==> src/rtl/div_pkg.sv <==
// div_pkg: shared state encoding and defaults for seq_restoring_divider
package div_pkg;
  typedef enum logic [1:0] {IDLE, CALC, DONE} state_t;
  localparam int DEF_DIVIDEND_W = 8;
  localparam int DEF_DIVISOR_W = 4;
  localparam logic DBZ_QBIT = 1'b1;
endpackage

==> src/rtl/div_step.sv <==
// div_step: one combinational restoring-division iteration
module div_step #(
  parameter int W = 4
) (
  input  logic [W-1:0] i_r,
  input  logic         i_bit,
  input  logic [W-1:0] i_d,
  output logic [W-1:0] o_r,
  output logic         o_q
);
  logic [W:0] w_t;
  assign w_t = {i_r, i_bit};
  assign o_q = w_t >= {1'b0, i_d};
  // r < divisor always holds, so the restored remainder fits back in W bits
  assign o_r = o_q ? W'(w_t - {1'b0, i_d}) : w_t[W-1:0];
endmodule

==> src/rtl/seq_restoring_divider.sv <==
// seq_restoring_divider: unsigned restoring divider, one quotient bit per cycle, valid/ready on both sides
// Optional: define DIV_EARLY_TERM_EN to finish in one edge when dividend < divisor.
module seq_restoring_divider
  import div_pkg::*;
#(
  parameter int DIVIDEND_W = DEF_DIVIDEND_W,
  parameter int DIVISOR_W = DEF_DIVISOR_W,
  parameter int CNT_W = 4
) (
  input  logic                  clk,
  input  logic                  rst_n,
  input  logic                  in_valid,
  output logic                  in_ready,
  input  logic [DIVIDEND_W-1:0] dividend,
  input  logic [DIVISOR_W-1:0]  divisor,
  output logic                  out_valid,
  input  logic                  out_ready,
  output logic [DIVIDEND_W-1:0] quotient,
  output logic [DIVISOR_W-1:0]  remainder,
  output logic                  div_by_zero
);
  state_t r_state, w_next;
  logic [CNT_W-1:0] r_cnt;
  logic [DIVIDEND_W-1:0] r_dsh, r_quot;
  logic [DIVISOR_W-1:0] r_dvs, r_rem, w_rem_nx;
  logic r_dbz, w_acc, w_zero, w_early, w_qbit;
  assign in_ready = r_state == IDLE;
  assign out_valid = r_state == DONE;
  assign w_acc = in_valid && in_ready;
  assign w_zero = divisor == '0;
`ifdef DIV_EARLY_TERM_EN
  assign w_early = !w_zero && (dividend < DIVIDEND_W'(divisor));
`else
  assign w_early = 1'b0;
`endif
  assign quotient = r_quot;
  assign remainder = r_rem;
  assign div_by_zero = r_dbz;
  div_step #(.W(DIVISOR_W)) u_step (
    .i_r  (r_rem),
    .i_bit(r_dsh[DIVIDEND_W-1]),
    .i_d  (r_dvs),
    .o_r  (w_rem_nx),
    .o_q  (w_qbit)
  );
  always_comb begin
    w_next = r_state;
    if (w_acc) w_next = (w_zero || w_early) ? DONE : CALC;
    if (r_state == CALC && r_cnt == '0) w_next = DONE;
    if (out_valid && out_ready) w_next = IDLE;
  end
  always_ff @(posedge clk) begin
    if (!rst_n) begin
      r_state <= IDLE;
      r_cnt <= '0;
      r_dsh <= '0;
      r_dvs <= '0;
      r_quot <= '0;
      r_rem <= '0;
      r_dbz <= 1'b0;
    end else begin
      r_state <= w_next;
      if (w_acc) begin
        r_dsh <= dividend;
        r_dvs <= divisor;
        r_cnt <= CNT_W'(DIVIDEND_W - 1);
        r_dbz <= w_zero;
        r_quot <= w_zero ? {DIVIDEND_W{DBZ_QBIT}} : '0;
        r_rem <= (w_zero || w_early) ? dividend[DIVISOR_W-1:0] : '0;
      end else if (r_state == CALC) begin
        r_dsh <= r_dsh << 1;
        r_quot <= {r_quot[DIVIDEND_W-2:0], w_qbit};
        r_rem <= w_rem_nx;
        if (r_cnt != '0) r_cnt <= r_cnt - 1'b1;
      end
    end
  end
endmodule

==> config.mk <==
export PLATFORM = sky130hd
export DESIGN_NAME = seq_restoring_divider
export DESIGN_NICKNAME = d
export VERILOG_FILES = /design/src/rtl/div_pkg.sv /design/src/rtl/div_step.sv /design/src/rtl/seq_restoring_divider.sv
export SDC_FILE = /design/constraint.sdc
export NUM_CORES = 1
export LEC_CHECK = 0
export BUFFER_PORTS_ARGS = -buffer_cell sky130_fd_sc_hd__buf_4
export CAP_MARGIN = 20
export CORE_MARGIN = 5
export CORE_UTILIZATION = 35
export CTS_CLUSTER_DIAMETER = 60
export CTS_CLUSTER_SIZE = 30
export DETAILED_ROUTE_END_ITERATION = 10
export HOLD_SLACK_MARGIN = 0.06
export PLACE_DENSITY = 0.57
export SETUP_SLACK_MARGIN = 0.02
export SYNTH_ARGS = -nofsm -noshare
export SYNTH_HDL_FRONTEND = slang
export SYNTH_HIERARCHICAL = 1
export SYNTH_SLANG_ARGS = --single-unit
==> constraint.sdc <==
create_clock -name clk -period 2.95 [get_ports clk]
set_clock_uncertainty 0.1 [all_clocks]
set_input_delay 0.295 -clock clk [delete_from_list [all_inputs] [get_ports clk]]
set_output_delay 0.295 -clock clk [all_outputs]
set_load 0.05 [all_outputs]
Yosys cells after proc, flatten, opt, wreduce, memory -nomap -nowiden

Index checks and enable logic that the tools add are counted.

Flip-flop bits (word level): 31
Input bits: 16
Output and inout bits: 15
Word-level logic and storage cells: 45

Add/subtract/negate cells: 2
Order comparisons: 1
Equal/unequal tests: 2
Mux-type cells: 15
Bitwise logic cells: 1
Reductions and logical operators: 15

Operator list:

| operator              | count |
|---|---|
| $mux W8               | 5 |
| $mux W4               | 4 |
| $mux W3               | 3 |
| $logic_not A4 Y1      | 2 |
| $mux W2               | 3 |
| $reduce_bool A2 Y1    | 3 |
| $ge A5 B4 Y1          | 1 |
| $reduce_and A2 Y1     | 2 |
| $reduce_bool A4 Y1    | 1 |
| $reduce_or A2 Y1      | 2 |
| $sub A4 B1 Y4 const B | 1 |
| $sub A4 B4 Y4         | 1 |
| $logic_and A1 B1 Y1   | 3 |
| $reduce_or A3 Y1      | 1 |
| $eq A2 B1 Y1 const B  | 1 |
| $eq A2 B2 Y1 const B  | 1 |
| $logic_not A2 Y1      | 1 |
| $not A1 Y1            | 1 |

Longest topological paths before layout

Gate-level depths: netlist of run 1.

Depth after elaboration: 4
Mapped depth: 8
Mapped depth without buffers: 8

Cells and area by module

Netlist of run 1, hierarchy kept.

By module, submodules not included:

| module                | times used | cells an instance | area an instance (um2) | seq. area each (um2) |
|---|---|---|---|---|
| seq_restoring_divider | 1          | 153               | 1307.5                 | 620.6 |
| div_step              | 1          | 28                | 224.0                  | 0.0 |

Least setup slack after synthesis of run 1

No wires, ideal clock.

Path kind: register to register
Start: reg r_rem[1], in the netlist remainder[1]
End: reg r_rem[2], in the netlist remainder[2]
Library setup time: 0.120 ns
Arrival: 1.911 ns
Path slack: 0.819 ns
Cell stages (with the launch flop): 8
Buffers on the path: 0
Cell sequence: dfxtp_1 ha_1 nand4_1 nand2_2 nor2_4 mux2_4 o221ai_1 nor2_1

Word-level cells in the longest chain between the ends: 4
Elaborated cells on any way between the ends: 5

RTL lines:

| element                                              | RTL line                       | text |
|---|---|---|
| start: declaration                                   | seq_restoring_divider.sv:25    | `logic [DIVISOR_W-1:0] r_dvs, r_rem, w_rem_nx;` |
| start signal: assignment                             | seq_restoring_divider.sv:69    | `r_rem <= (w_zero \|\| w_early) ? dividend[DIVISOR_W-1:0] : '0;` |
| start signal: assignment                             | seq_restoring_divider.sv:73    | `r_rem <= w_rem_nx;` |
| $sub A4 B4 Y4 / $ge A5 B4 Y1 (equally long branches) | div_step.sv:15, div_step.sv:13 |  |
| $mux W4 *                                            | div_step.sv:15                 | `assign o_r = o_q ? W'(w_t - {1'b0, i_d}) : w_t[W-1:0];` |
| via w_rem_nx[2]                                      | seq_restoring_divider.sv:25    |  |
| $mux W4 *                                            | seq_restoring_divider.sv:70    | `end else if (r_state == CALC) begin` |
| $mux W4 *                                            | seq_restoring_divider.sv:63    | `if (w_acc) begin` |

The timed path passes the listed nets; every way through them passes the cells marked *. The select of a mux whose other input is x is not followed.
A chain may end at the register's enable or synchronous reset.

Final worst setup path of run 1

Same ends and word-level chain as after synthesis.

==> results.txt, run 1 <==
----------------------------------------------------
[Run status]
  Result of the run ... completed

[Clock network]
  Post-CTS resize count ... 0
  Number of buffers added to fix hold violations after cts ... 0
  Worst-path clk slew ... approximately 0.070 ns
  Postcts setup bufs ... 0
  Clock latency on the worst-skew pair ... 0.28 ns
  Depth of the CTS H-tree ... 2
  Root Buffer Master ... clkbuf_8
  Number of buffers created by CTS ... 5
  Clk buf depth ... 2
  Clock tree from TritonCTS ... yes
  Clock Sinks ... 31

[Timing]
  RSZ-0062 raised after global routing ... no
  Final period utilization ... 0.638
  Post-layout min period ... about 1.9 ns
  Setup ws final ... around 1.1 ns
  Transition at the pin with the smallest max-transition slack ... ~0.84 ns
  Endpoints failing hold ... 0
  Max transition margin ... 0.442
  Post-Route Setup TNS ... 0 ns
  Setup violation total in the final timing report ... 0
  Achievable clock frequency ... 0.531 GHz
  Total count of max-transition violations in the final report ... 0

[Global routing]
  Overflow left after global routing ... 0
  Overall global routing resource usage ... 0.127
  Maximum number of pins on one net before global-route repair ... 21
  Number of antenna violations at the first check in global routing ... 0
  Wire length of the first global-routing pass ... slightly above 6000 microns
  Number of global-route vias before repair ... 1,239

[Drt]
  Antenna Nets Post-Route ... 0
  DR WL/cell ... 14.1 microns
  Drc violations ... 0
  Per-cell via count in the routed design ... 5.24
  Wirelength, routed ... ~3700 microns
  Vias post-DR ... ~1.4k
  Count of TritonRoute iterations in the first routing pass ... 4
  Violation count after the first detailed-route iteration ... 86

[Place]
  Final HPWL DP ... ~2600 microns
  Placer's final routability congestion estimate ... just under 0.8
  Number of buffer cells added on primary ports ... 30
  DP Worst Slack ... 1.07 ns
  Instance area after placement ... between 0.0015 and 0.002 sq mm

[Critical path]
  Type of element capturing the critical path ... flop
  Type of the worst setup path ... reg -> reg
  Bufs and invs on worst path ... 0
  Maximum fanout count along the critical path ... 4
  Delay-heaviest family, CP ... simple AND/OR/NAND/NOR gates
  Crit path launch type ... flop
  Peak per-stage delay on the critical path ... about 0.37 ns
  Arrival time of data at the critical path endpoint ... between 1.5 and 2 ns
  Required time worst endpoint ... between 3 and 4 ns
  Critical path's slowest cell ... ha_1
  Cell breakdown of the critical path ... ha_1 -> nand4_1 -> nand2_2 -> nor2_4 -> mux2_4 -> o221ai_1 -> nor2_1

[Layout]
  Area added between synthesis and finish ... 22.0%
  Final instance area ... about 0.0019 sq mm
  # diodes ... 0
  Fraction of layout instances using a drive strength above 1 ... 0.249
  Net total in the final layout ... between 200 and 250

[Floorplanning]
  Placeable core region ... around 0.0043 sq mm
  Top-level I/O count ... 31
  Floorplan die height ... ~76 microns
  Initial core utilization ... 0.357
  Total Die Area ... 0.00580 sq mm
  Count of standard-cell rows ... 24
  X dimension of the die ... 76.2 microns

[Synth]
  Number of synthesized register bits ... 31
  Net count after synthesis ... 203
  EDFF count, synth ... 0
  Share of Yosys cell area claimed by the top area cell type ... 0.405
  Cell accounting for the most synthesized area ... dfxtp_1
  Number of unique standard cell types used by synthesis ... 41
  Syn Inst Count ... 181
  Asr flop ratio synth ... 0
  Syn. warnings ... 6
  Netlist Area Pre-Place ... ~0.0015 sq mm
  Sequential area share after synthesis ... 0.405
  Synthesized area per cell ... 8.46 sq um
  Most used standard cells in the synthesized netlist ... dfxtp_1 (31), nand2_1 (31), a21oi_1 (18), nor2_1 (15), a31oi_1 (10)
  Most common flop cell mapped by yosys ... dfxtp_1
  Biggest area contributors in the synthesized netlist ... dfxtp_1 (41%), nand2_1 (7.6%), a21oi_1 (5.9%)

[Run]
  Max-cap violations ... 0

[Pwr]
  Peak supply drop ... around 290 uV
  Static Leakage ... around 0.74 nW
  Power Dens Cells ... around 730 mW/mm^2

[Hold path]
  Hold Path Class ... in -> reg

----------------------------------------------------
-- layer usage --
layer / up-vias / share of wire / global-route usage
li1: 691 / - / -
met1: 644 / 0.49 / 0.171
met2: 30 / 0.46 / 0.195
met3: 3 / 0.044 / 0.0366
met4: 0 / 0.0046 / 0.0367
met5: - / 0 / 0
-- sequential cells by signal, summed over array words and instances (netlist names) --
name / flops
quotient: 8
r_dsh: 8
r_cnt: 4
r_dvs: 4
remainder: 4
r_state: 2
div_by_zero: 1
-- final cells by class --
cell class | count | area (sq um)
Clock buffer | 6 | 82.6
Clock inverter | 1 | 5.00
Fill cell | 454 | 2430
Inverter | 9 | 33.8
Multi-Input combinational cell | 129 | 813
Sequential cell | 31 | 621
Tap cell | 52 | 65.1
Timing Repair Buffer | 33 | 248
-- worst min-delay path: stages --
cell and delay [ns]:
buf_4 0.08, a21oi_1 0.05, nor2_1 0.07
-- power breakdown --
part	internal (W)	switching, W
registers	0.000471	0.0000498
clock network	0.000183	0.000158
logic	0.000195	0.000306
-- final timing paths --
kind,start,end,slack [ns],cells past startpoint
worst max-delay path,remainder[1]$_SDFFE_PN0P_,remainder[2]$_SDFFE_PN0P_,1.07,7
worst min-delay path,dividend[3],remainder[3]$_SDFFE_PN0P_,0.15,3
worst max register to register,remainder[1]$_SDFFE_PN0P_,remainder[2]$_SDFFE_PN0P_,1.07,7
worst min register to register,r_dsh[6]$_SDFFE_PN0P_,r_dsh[6]$_SDFFE_PN0P_,0.36,2
-- through the flow --
step	power (W)	hold slack (ns)	util	std cells
after global placement	0.00103	0.342	0.415	254
after floorplan	0.000918	0.331	-	181
final	0.00136	0.149	0.435	261
after CTS	0.00137	0.147	0.435	261
after global routing	0.00144	0.168	0.435	261
after detailed placement	0.00103	0.347	0.415	254
-- logic make-up (layout without fill, tap and decap cells) --
family,count (synthesis),in the layout,share of synthesized area
DFF,31,31,0.405
buffers and inverters,21,49,0.0637
adders and majority gates,6,6,0.0539
muxes,3,3,0.0229
and+or+nand+nor,67,67,0.209
xor gates and xnor gates,1,1,0.00572
AOI/OAI and AO/OA,52,52,0.239
-- layout by cell type, fill, tap and decap left out, types with 5 or more instances in the layout --
master	netlist	layout
dfxtp_1	31	31
a31oi_1	10	10
inv_1	9	9
buf_4	0	33
nand2_1	31	31
a21oi_1	18	18
nor2_1	15	15
clkbuf_8	0	6
o221ai_1	7	7
ha_1	5	5
No activity file was read; power rests on OpenSTA's default activity.
==> run 2: changes to the inputs <==
clock period = 1.8 ns   (was 2.95 ns; I/O delays follow)
==> run 2 against run 1 <==
  * First-iteration DRC count shrank 8.1%
  * Clock power increased by 78%
  * Critical path type unchanged
  * Critical path depth stayed put
  * Register-to-register slack lost 1.0 ns
  * Non-clock buffer count rose by 16
  * Utilization is 5.5 points higher
  * Largest power group is now combinational cells
  * Global-route usage rose by 1.5 points
==> results.txt, run 2 (synthesized netlist as in run 1, its figures left out) <==
----------------------------------------------------
[Clock network]
  Clock latency on the worst-skew pair ... 0.28 ns (about the same)
  Depth of the CTS H-tree ... 2 (unchanged)
  Clock tree from TritonCTS ... yes (unchanged)
  Worst-path clk slew ... 0.07 ns (about the same)
  Clk buf depth ... 2 (unchanged)
  Root Buffer Master ... clkbuf_8 (unchanged)
  Clock Sinks ... 31 (unchanged)
  Number of buffers created by CTS ... 5 (unchanged)

[Place]
  Placer's final routability congestion estimate ... 0.827 (was 0.776)
  Final HPWL DP ... 2880 microns (was 2570 microns)
  Number of buffer cells added on primary ports ... 30 (unchanged)
  DP Worst Slack ... -0.0365 ns (was 1.07 ns)
  # placed instances ... 260 (was 254)

[Timing]
  Post-layout min period ... 1.74 ns (was 1.88 ns)
  Setup ws final ... 0.0551 ns (was 1.07 ns)
  Endpoints failing hold ... 0 (unchanged)
  Total count of max-transition violations in the final report ... 0 (unchanged)
  Setup violation total in the final timing report ... 0 (unchanged)
  Final period utilization ... 0.969 (was 0.638)
  Achievable clock frequency ... 0.573 GHz (was 0.531 GHz)
  Max transition margin ... 0.467 (was 0.442)
  Transition at the pin with the smallest max-transition slack ... 0.797 ns (was 0.835 ns)
  RSZ-0062 raised after global routing ... yes (was no)

[Critical path]
  Required time worst endpoint ... 1.88 ns (was 3.02 ns)
  Cell breakdown of the critical path ... ha_4 -> o21ai_4 -> a21oi_4 -> nor2_4 -> mux2_4 -> o221ai_2 -> nor2_1 (was ha_1 -> nand4_1 -> nand2_2 -> nor2_4 -> mux2_4 -> o221ai_1 -> nor2_1)
  Crit path launch type ... flop (unchanged)
  Type of the worst setup path ... reg -> reg (unchanged)
  Type of element capturing the critical path ... flop (unchanged)
  Maximum fanout count along the critical path ... 4 (unchanged)
  Arrival time of data at the critical path endpoint ... 1.82 ns (was 1.96 ns)
  Peak per-stage delay on the critical path ... 0.37 ns (about the same)
  Critical path's slowest cell ... dfxtp_4 (was ha_1)

[Drt]
  Count of TritonRoute iterations in the first routing pass ... 4 (unchanged)
  Antenna Nets Post-Route ... 0 (unchanged)
  Per-cell via count in the routed design ... 5.27 (was 5.24)
  Wirelength, routed ... 3990 microns (was 3690 microns)
  Violation count after the first detailed-route iteration ... 79 (was 86)
  Drc violations ... 0 (unchanged)
  DR WL/cell ... 14.3 microns (was 14.1 microns)
  Vias post-DR ... 1,464 (was 1,368)

[Pwr]
  Comb power frac ... 0.401 (was 0.367)
  Sw Ratio ... 0.363 (was 0.377)
  Static Leakage ... 0.823 nW (was 0.738 nW)
  Peak supply drop ... 470 uV (was 289 uV)
  Internal Power ... 0.00157 W (was 0.000849 W)
  Proportion of power drawn by the clock network ... 0.246 (was 0.250)
  Power Dens Cells ... 1170 mW/mm^2 (was 730 mW/mm^2)
  Net Switching ... 0.000893 W (was 0.000514 W)
  Portion of total power attributed to sequential cells ... 0.353 (was 0.382)

[Layout]
  # diodes ... 0 (unchanged)
  Fraction of layout instances using a drive strength above 1 ... 0.332 (was 0.249)
  Net total in the final layout ... 247 (was 231)
  Commonest non-fill, non-tap cell in the layout ... buf_4 (unchanged)
  Most frequent cells in the layout ... buf_4 (40), nand2_1 (31), dfxtp_1 (26) (was buf_4 (33), nand2_1 (31), dfxtp_1 (31))
  Area added between synthesis and finish ... 37.4% (was 22.0%)
  Post-route insts no fill ... 278 (was 261)
  Layout Utilization ... 0.490 (was 0.435)

[Global routing]
  Number of global-route vias before repair ... 1,506 (was 1,239)
  Maximum number of pins on one net before global-route repair ... 20 (was 21)
  Overall global routing resource usage ... 0.141 (was 0.127)
  Wire length of the first global-routing pass ... 6780 microns (was 6120 microns)
  Overflow left after global routing ... 0 (unchanged)
  Number of antenna violations at the first check in global routing ... 0 (unchanged)

[Run]
  Max-cap violations ... 0 (unchanged)

[Floorplanning]
  Top-level I/O count ... 31 (unchanged)
  Count of standard-cell rows ... 24 (unchanged)
  Placeable core region ... 0.00429 sq mm (unchanged)
  Total Die Area ... 0.00580 sq mm (unchanged)
  X dimension of the die ... 76.2 microns (unchanged)
  Floorplan die height ... 76.2 microns (unchanged)
  Initial core utilization ... 0.357 (unchanged)

[Hold path]
  Hold Path Class ... in -> reg (unchanged)

[Run status]
  Result of the run ... completed (unchanged)

----------------------------------------------------
## run 2: path summary, 6_finish.rpt
check | from | end | slack [ns] | cells after the start
worst max register to register | remainder[1]$_SDFFE_PN0P_ | remainder[2]$_SDFFE_PN0P_ | 0.06 | 7
worst max-delay path | remainder[1]$_SDFFE_PN0P_ | remainder[2]$_SDFFE_PN0P_ | 0.06 | 7
worst min-delay path | dividend[6] | r_dsh[6]$_SDFFE_PN0P_ | 0.09 | 3
worst min register to register | r_dvs[2]$_SDFFE_PN0P_ | r_dvs[2]$_SDFFE_PN0P_ | 0.35 | 2
## run 2: stage by stage
step | power, W | instance area [sq um] | hold slack, ns | TNS, ns
floorplan | 0.00156 | 1600 | 0.216 | 0
global placement | 0.00177 | 1890 | 0.325 | -0.00320
detailed placement | 0.00180 | 1890 | 0.323 | -0.0365
CTS | 0.00243 | 2080 | 0.0915 | 0
global route | 0.00261 | 2100 | 0.0990 | -0.0116
finish | 0.00246 | 2100 | 0.0901 | 0
## run 2: worst max-delay path, delay by kind of cell, from the launching register on
kind,cells,cell delay [ns]
multiplexers,1,0.32
AO/OA/AOI/OAI,3,0.38
AND/OR/NAND/NOR,2,0.21
flip-flops,1,0.37
adder cells (fa/ha/maj),1,0.27
## run 2: power by group through the flow
stage	registers [W]	clock network, W	logic, W
global placement	0.000878	0	0.000894
CTS	0.000868	0.000620	0.000944
finish	0.000869	0.000606	0.000987
floorplan	0.000952	0	0.000612
detailed placement	0.000880	0	0.000918
global route	0.000886	0.000653	0.00107
## run 2: repair_timing
action / CTS / global route
hold buffers: 8 / 0
buffers inserted: 0 / 2
gates resized for setup: 3 / 5
hold endpoints to repair: 9 / 0
pin swaps: 1 / 7
setup endpoints to repair: 1 / 4
## run 2: cell type report
class                   instances  area [sq um]
repair buffers                 49           392
flip-flops and latches         31           634
well taps                      52          65.1
fillers                       416          2190
inverters                       9          33.8
multi-input cells             129           880
clock buffers                   8           100
## run 2: metal layers
layer  vias to the layer above  global-route usage  wire length (microns)
li1                        725                   -                      -
met5                         -                   0                      0
met3                         9              0.0461                    166
met1                       703               0.167                   1780
met4                         0              0.0612                     89
met2                        27               0.233                   1950
